## src/rtl/key_tone_if.sv

```systemverilog
// Key-pulse / buzzer bundle between the debouncer-facing stimulus side and the note player.
interface key_tone_if #(
  parameter int N = 7
);
  logic [N-1:0] key_pulse;
  logic         beep;
  logic         busy;
  logic [2:0]   note;

  modport master (output key_pulse, input beep, input busy, input note);
  modport slave  (input key_pulse, output beep, output busy, output note);
endinterface

```

## src/rtl/key_tone.sv

```systemverilog
// Seven-note buzzer player: a key pulse starts a square wave of fixed length,
// followed by a silent gap; any new pulse restarts playback immediately.
module key_tone #(
  parameter int N          = 7,
  parameter int NOTE_LEN   = 12_500_000,
  parameter int GAP_LEN    = 1_250_000,
  parameter int TONE_SHIFT = 0
) (
  input  logic     cp,
  input  logic     rst,
  key_tone_if.slave bus
);

  typedef enum logic [1:0] {
    IDLE = 2'd0,
    PLAY = 2'd1,
    GAP  = 2'd2
  } state_t;

  localparam logic [23:0] NOTE_LAST = 24'(NOTE_LEN - 1);
  localparam logic [23:0] GAP_LAST  = 24'(GAP_LEN - 1);

  // Half-period of each note in cp cycles, scaled down for simulation.
  function automatic logic [16:0] half_period(input logic [2:0] idx);
    logic [16:0] base;
    case (idx)
      3'd0:    base = 17'd95556;
      3'd1:    base = 17'd85132;
      3'd2:    base = 17'd75843;
      3'd3:    base = 17'd71586;
      3'd4:    base = 17'd63776;
      3'd5:    base = 17'd56818;
      3'd6:    base = 17'd50619;
      default: base = 17'd95556;
    endcase
    return base >> TONE_SHIFT;
  endfunction

  state_t      state_r, state_s;
  logic [2:0]  note_r, note_s;
  logic        beep_r, beep_s;
  logic        busy_r, busy_s;
  logic [16:0] hp_cnt_r, hp_cnt_s;
  logic [23:0] dur_cnt_r, dur_cnt_s;
  logic        hit_s;
  logic [2:0]  sel_s;
  logic [16:0] hp_last_s;

  // Lowest-index key wins; scanning downward lets the lowest set bit overwrite.
  always_comb begin
    hit_s = |bus.key_pulse;
    sel_s = 3'd0;
    for (int i = N - 1; i >= 0; i--) begin
      sel_s = bus.key_pulse[i] ? 3'(i) : sel_s;
    end
  end

  assign hp_last_s = half_period(note_r) - 17'd1;

  // Next-state and next-output logic; a pulse overrides any expiry this cycle.
  always_comb begin
    state_s   = state_r;
    note_s    = note_r;
    beep_s    = 1'b0;
    hp_cnt_s  = hp_cnt_r;
    dur_cnt_s = dur_cnt_r;
    if (hit_s) begin
      state_s   = PLAY;
      note_s    = sel_s;
      beep_s    = 1'b0;
      hp_cnt_s  = 17'd0;
      dur_cnt_s = 24'd0;
    end else begin
      case (state_r)
        IDLE: begin
          beep_s = 1'b0;
        end
        PLAY: begin
          if (dur_cnt_r == NOTE_LAST) begin
            state_s   = GAP;
            beep_s    = 1'b0;
            hp_cnt_s  = 17'd0;
            dur_cnt_s = 24'd0;
          end else begin
            dur_cnt_s = dur_cnt_r + 24'd1;
            if (hp_cnt_r == hp_last_s) begin
              hp_cnt_s = 17'd0;
              beep_s   = ~beep_r;
            end else begin
              hp_cnt_s = hp_cnt_r + 17'd1;
              beep_s   = beep_r;
            end
          end
        end
        GAP: begin
          beep_s = 1'b0;
          if (dur_cnt_r == GAP_LAST) begin
            state_s   = IDLE;
            dur_cnt_s = 24'd0;
          end else begin
            dur_cnt_s = dur_cnt_r + 24'd1;
          end
        end
        default: begin
          state_s   = IDLE;
          beep_s    = 1'b0;
          hp_cnt_s  = 17'd0;
          dur_cnt_s = 24'd0;
        end
      endcase
    end
    busy_s = (state_s != IDLE);
  end

  // State, counters and registered outputs.
  always_ff @(posedge cp or negedge rst) begin
    if (!rst) begin
      state_r   <= IDLE;
      note_r    <= 3'd0;
      beep_r    <= 1'b0;
      busy_r    <= 1'b0;
      hp_cnt_r  <= 17'd0;
      dur_cnt_r <= 24'd0;
    end else begin
      state_r   <= state_s;
      note_r    <= note_s;
      beep_r    <= beep_s;
      busy_r    <= busy_s;
      hp_cnt_r  <= hp_cnt_s;
      dur_cnt_r <= dur_cnt_s;
    end
  end

  assign bus.beep = beep_r;
  assign bus.busy = busy_r;
  assign bus.note = note_r;

endmodule
```

## src/flat_wrapper.sv

```systemverilog
// flat-port wrapper written by rule: the top's interface ports become plain ports
module key_tone_flat 
#(
  parameter int N          = 7,
  parameter int NOTE_LEN   = 12_500_000,
  parameter int GAP_LEN    = 1_250_000,
  parameter int TONE_SHIFT = 0
)
  (cp, rst, bus_key_pulse, bus_beep, bus_busy, bus_note);
  key_tone_if #(.N(N)) bus_i ();
  input  logic cp;
  input  logic rst;
  input wire logic [$bits(bus_i.key_pulse)-1:0] bus_key_pulse;
  output wire logic [$bits(bus_i.beep)-1:0] bus_beep;
  output wire logic [$bits(bus_i.busy)-1:0] bus_busy;
  output wire logic [$bits(bus_i.note)-1:0] bus_note;
  assign bus_i.key_pulse = bus_key_pulse;
  assign bus_beep = bus_i.beep;
  assign bus_busy = bus_i.busy;
  assign bus_note = bus_i.note;
  key_tone #(.N(N), .NOTE_LEN(NOTE_LEN), .GAP_LEN(GAP_LEN), .TONE_SHIFT(TONE_SHIFT)) u_core (.cp(cp), .rst(rst), .bus(bus_i));
endmodule
```

## config.mk

```make
export PLATFORM = sky130hd
export DESIGN_NAME = key_tone_flat
export DESIGN_NICKNAME = d
export VERILOG_FILES = /design/src/rtl/key_tone_if.sv /design/src/rtl/key_tone.sv /design/src/flat_wrapper.sv
export SDC_FILE = /design/constraint.sdc
export NUM_CORES = 1
export LEC_CHECK = 0
export CELL_PAD_IN_SITES_DETAIL_PLACEMENT = 1
export CELL_PAD_IN_SITES_GLOBAL_PLACEMENT = 1
export CORE_MARGIN = 10
export CORE_UTILIZATION = 47
export CTS_CLUSTER_DIAMETER = 200
export DETAILED_ROUTE_END_ITERATION = 8
export PLACE_DENSITY = 0.78
export SETUP_SLACK_MARGIN = 0.3
export SLEW_MARGIN = 20
export SYNTH_ARGS = -nofsm -noshare
export SYNTH_HDL_FRONTEND = slang
export SYNTH_SLANG_ARGS = --single-unit
```

## constraint.sdc

```tcl
create_clock -name cp -period 3.8 [get_ports cp]
set_input_delay 0.76 -clock cp [delete_from_list [all_inputs] [get_ports cp]]
set_output_delay 0.76 -clock cp [all_outputs]
set_load 0.01 [all_outputs]
```

Yosys cells after proc, flatten, opt, wreduce, memory -nomap -nowiden
Cells that the tools add are included.
Storage, ports and cells
  flip-flop bits (word level): 48
  bits of input ports: 9
Cells by class
  reduce and logical (&&, ||, !) cells: 4
  bitwise operators: 1
  add/sub/neg operators: 3
  multiplexer cells: 24
  equality and inequality tests: 14
Operators with widths (number)
  $pmux 17 s6: 1
  $mux 24: 3
  $pmux 24 s3: 1
  $mux 17: 3
  $pmux 17 s2: 1
  $add 24x1->24 const B: 1
  $eq 24x21->1 const B: 1
  $eq 24x24->1 const B: 1
  $mux 3: 7
  $add 17x1->17 const B: 1
  $eq 17x17->1: 1
  $sub 17x1->17 const B: 1
  $eq 3x3->1 const B: 3
  $reduce_or 7->1: 1
  $eq 3x2->1 const B: 2
  $mux 2: 3
  $pmux 2 s3: 1
  $mux 1: 4
  $ne 2x1->1 const B: 2
  $ne 4x1->1 const B: 1
  $eq 3x1->1 const B: 1
  $eq 2x1->1 const B: 1
  $eq 2x2->1 const B: 1
  $logic_not 2->1: 1
  3 further kinds: 3

Logic depth before layout (Yosys ltp)
  word-level depth: 8
  gate-level depth with buffers: 12
  depth with buffers taken out: 10

Worst setup path after synthesis
OpenSTA, ideal clock, no wires.
  path kind: reg2reg
  start point: register u_core.note_r[1], in the netlist u_core.bus.note[1]
  end point: register u_core.hp_cnt_r[7]
  path buffers: 3
  setup time: 119 ps
  stages on the path, launching flop included: 12
  path slack: 1075 ps
  clock period less this slack: 2725 ps
  arrival: 2605 ps
  cells stage by stage: dfrtp_1 buf_2 buf_2 nand2_1 ha_1 or3_1 a311oi_1 o2111ai_1 o31ai_2 and2_1 buf_4 nor2_1
Between the ends
  cells in the longest elaborated chain, start to end: 8
  elaborated cells between the ends (all ways): 13
  classes of those cells: 1 x add/sub; 7 x eq/ne; 5 x mux
Ends and longest elaborated chain
  from (decl): line key_tone.sv:40  | logic [2:0] note_r, note_s;
  from (signal assigned): line key_tone.sv:126  | note_r <= note_s;
  $eq 3x3->1 (tied with other cells): line key_tone.sv:26  | case (idx)
  $pmux 17 s6 (*): line key_tone.sv:26
  $sub 17x1->17 (*): line key_tone.sv:58  | assign hp_last_s = half_period(note_r) - 17'd1;
  $eq 17x17->1 (*): line key_tone.sv:86  | if (hp_cnt_r == hp_last_s) begin
  $mux 17 (*): line key_tone.sv:86
  $mux 17 (*): line key_tone.sv:79  | if (dur_cnt_r == NOTE_LAST) begin
  $pmux 17 s2 (*): line key_tone.sv:74  | case (state_r)
  $mux 17 (*): line key_tone.sv:67  | if (hit_s) begin
  to (signal assigned): line key_tone.sv:129  | hp_cnt_r <= hp_cnt_s;
  to (decl): line key_tone.sv:43  | logic [16:0] hp_cnt_r, hp_cnt_s;
Mark *: on every way between the ends. The rest lies on a longest branch, timed or not.
A chain may end at the register's enable or synchronous reset.

Worst setup path after layout
  start point: register u_core.note_r[0], in the netlist u_core.bus.note[0]
  end point: register u_core.hp_cnt_r[9]
Same word-level chain as after synthesis.

==> out/results.txt <==
Die width: 103 um
FFs w/ async S/R, synth: 100%
Mapped Nets: 396
Worst reg-to-reg path cell count: 10
EDFF count, synth: 0
CTS clk-pin slew, worst paths: 90 ps
Cells after Synth: 380
Largest area contributor in the netlist: dfrtp_1
Syn. warnings: 0
GR met3 Demand/Resource: 2.26%
WL per Instance: 17.4 um
Via density: 5.85
Status: complete, no violations
Vias: 2866
Detailed Routing Iterations Pass 1: 4
GRT busiest layer: met2
First-pass GRT wire length: 14800 um
Setup ws final: 695 ps
Final nets: 409
Worst Tran Pin Value: 642 ps
Antenna viol nets, final: 0
Mean Syn Cell Area: 8.61 um2
Crit share post-route: 81.7%
Vias in the first global route: 2999
Antenna violations before repair: 0
Max_cap viols: 0
Pre-CTS setup slack: 508 ps
Die Height: 103 um
Worst vdd ir: 0.000145 V
Pin count of the biggest net entering global routing: 47
R2r endpoint: u_core.hp_cnt_r[9]$_DFFE_PN0P_
Grt met1 use: 19.7%
Std-Cell Rows: 30
Met2 Track Usage GR: 32.1%
Max_slew headroom: 56.8%
Final HPWL DP: 6340 um
Num CTS Buffers: 5
Clock Skew: 9.87 ps
Critical path fanouts, max: 18
Final worst path period need: 3110 ps
Crit path top cell by count: inv_1
Power density over the cells: 272 nW/um2
Hold crit path type: in2async
Synthesized cell area: 3270 um2
DRC: 0
Leading post-synthesis cells by cell area: dfrtp_1 (37%), a21oi_1 (5.5%), nor2_1 (5.3%)
Fmax: 322 MHz
Max stage delay on crit path: 710 ps
Leakage: 1.32 nW
Critical-path cell list: inv_1 > nand2_1 > ha_1 > inv_1 > o21ai_0 > a21oi_1 > a2111o_1 > o31ai_2 > and2_1 > nor2_1
Reg2reg setup slack: 690 ps
Fillers: 829
Crit path launch type: flip-flop
Critical path arrival: 3270 ps
Worst path required time: 3970 ps
Kind of critical path: reg2reg
GR Overflow Total: 0
Tot GR Track Use: 17.1%
Final Hold Viols: 0
I/O Pins: 14
Crit. End Element: flip-flop
Part of the Yosys area used for sequential elements: 36.7%
Layout cell share with drive strength beyond 1: 8.88%
CTS root buf: clkbuf_8
Clock sinks: 48
Number of max-slew violations in the final report: 0
Critical path's slowest cell: dfrtp_1
GPL Wtd Cong: 0.884
Core area: 6790 um2
Setup TNS: 0 ps
Post-CTS Setup Bufs: 0
CTS HTree Levels: 2
Initial Utilization: 48.1%
Worst skew pair latency: 300 ps
Post-synth top area share: 36.7%
CTS Hold Buffers Added: 0
Clk buf depth: 2
Cts repair resizes: 0
R2R Path Start: u_core.bus.note[0]$_DFFE_PN0N_
Predominant post-synthesis flop cell: dfrtp_1
RSZ-0062 raised after global routing: false
Layout area overhead: 8.11%
Seq cells post-synth: 48
Unique masters post-synth: 68
Final setup vio count: 0
Antenna Cells: 0
Iter 0 DRT Violations: 55
CTS tree: yes
I/O Buffers: 13
Die ar.: 10700 um2
Drt total wl: 8550 um
## sequential cells by signal, summed over array words and instances (netlist names)
| signal | flops |
|---|---|
| u_core.hp_cnt_r | 17 |
| u_core.bus.note | 3 |
| u_core.dur_cnt_r | 24 |
| u_core.state_r | 2 |
| u_core.bus.busy | 1 |
| u_core.bus.beep | 1 |
## how the worst max path moves through the flow
stage	startpoint	to	slack, ps	cells past startpoint
after floorplan	u_core.bus.note[1]$_DFFE_PN0N_	u_core.hp_cnt_r[7]$_DFFE_PN0P_	1080	11
after global placement	bus_key_pulse[0]	u_core.hp_cnt_r[15]$_DFFE_PN0P_	710	8
after detailed placement	bus_key_pulse[3]	u_core.hp_cnt_r[9]$_DFFE_PN0P_	510	8
after CTS	u_core.bus.note[0]$_DFFE_PN0N_	u_core.hp_cnt_r[9]$_DFFE_PN0P_	660	9
after global routing	u_core.bus.note[0]$_DFFE_PN0N_	u_core.hp_cnt_r[15]$_DFFE_PN0P_	330	10
final	u_core.bus.note[0]$_DFFE_PN0N_	u_core.hp_cnt_r[9]$_DFFE_PN0P_	690	10
## critical path, delay by kind of cell (launching register included)
family          cells  cell delay (ps)
compound gates      4              910
flops               1              710
simple gates        3              660
buf+inv             2              380
fa+ha+maj           1              310
## layout by cell type (no fill, tap or decap), types with 4 or more instances in the layout
cell type	netlist	routed
nand3_1	13	13
a21oi_1	36	36
or4_1	4	4
and3_1	5	5
xnor2_1	17	17
inv_1	14	14
nor3_1	16	16
o21ai_0	14	14
clkdlybuf4s50_1	0	12
buf_4	3	10
clkbuf_8	2	5
o22ai_1	4	4
or3_1	9	9
a21o_1	6	6
xor2_1	9	9
o21ai_1	8	8
and2_1	4	4
nand4_1	11	11
a31oi_1	4	4
nand3b_1	5	5
dfrtp_1	48	48
ha_1	7	7
nor2_1	46	46
nand2_1	25	25
## Yosys cell counts, types with 4 or more instances
library cell,count
and2_1,4
o22ai_1,4
xnor2_1,17
a21o_1,6
nor2_1,46
dfrtp_1,48
inv_1,14
nand2_1,25
ha_1,7
nand3b_1,5
buf_2,5
xor2_1,9
a21oi_1,36
nand3_1,13
a31oi_1,4
nor3_1,16
o21ai_0,14
and3_1,5
o21ai_1,8
or4_1,4
nand4_1,11
or3_1,9
## report_power, final
| part | switching [W] | internal (W) |
|---|---|---|
| Combinational | 0.0000404 | 0.0000308 |
| Clock | 0.000177 | 0.000196 |
| Sequential | 0.00000594 | 0.000512 |
| Total | 0.000223 | 0.000739 |
## cell families (layout without fill, tap and decap cells)
| logic type | count (synthesis) | count (layout) | share of synthesized area (%) |
|---|---|---|---|
| AOI/OAI and AO/OA | 96 | 96 | 18.8 |
| xor gates and xnor gates | 26 | 26 | 6.96 |
| adders and majority gates | 7 | 7 | 2.68 |
| buffers and inverters | 31 | 45 | 6.54 |
| DFF | 48 | 48 | 36.7 |
| muxes | 1 | 1 | 0.306 |
| and+or+nand+nor | 171 | 171 | 28.0 |
## area by class of cell
class | instances | area, um2 | share of cell area (%)
clock buffer | 6 | 72.6 | 2.05
sequential | 48 | 1200 | 34.0
timing repair buffer | 22 | 195 | 5.52
tap | 96 | 120 | 3.40
multi-input combinational | 301 | 1860 | 52.5
inverter | 15 | 56.3 | 1.59
clock inverter | 2 | 35.0 | 0.991
## layer usage
layer,wire length [um],up-vias
met5,0,-
met4,109,0
met1,3750,1433
met2,4550,25
li1,-,1398
met3,142,10
## metrics by stage
| stage | total power, W | util [%] | hold WS (ps) | cells | instance area [um2] |
|---|---|---|---|---|---|
| after detailed placement | 0.000600 | 50.4 | 557 | 482 | 3430 |
| after floorplan | 0.000565 | - | 464 | 380 | 3270 |
| after CTS | 0.000976 | 52.0 | 580 | 490 | 3530 |
| after global routing | 0.00100 | 52.0 | 490 | 490 | 3540 |
| after global placement | 0.000598 | 50.4 | 544 | 482 | 3430 |
| final | 0.000962 | 52.0 | 466 | 490 | 3540 |
No activity file was read; power rests on OpenSTA's default activity.
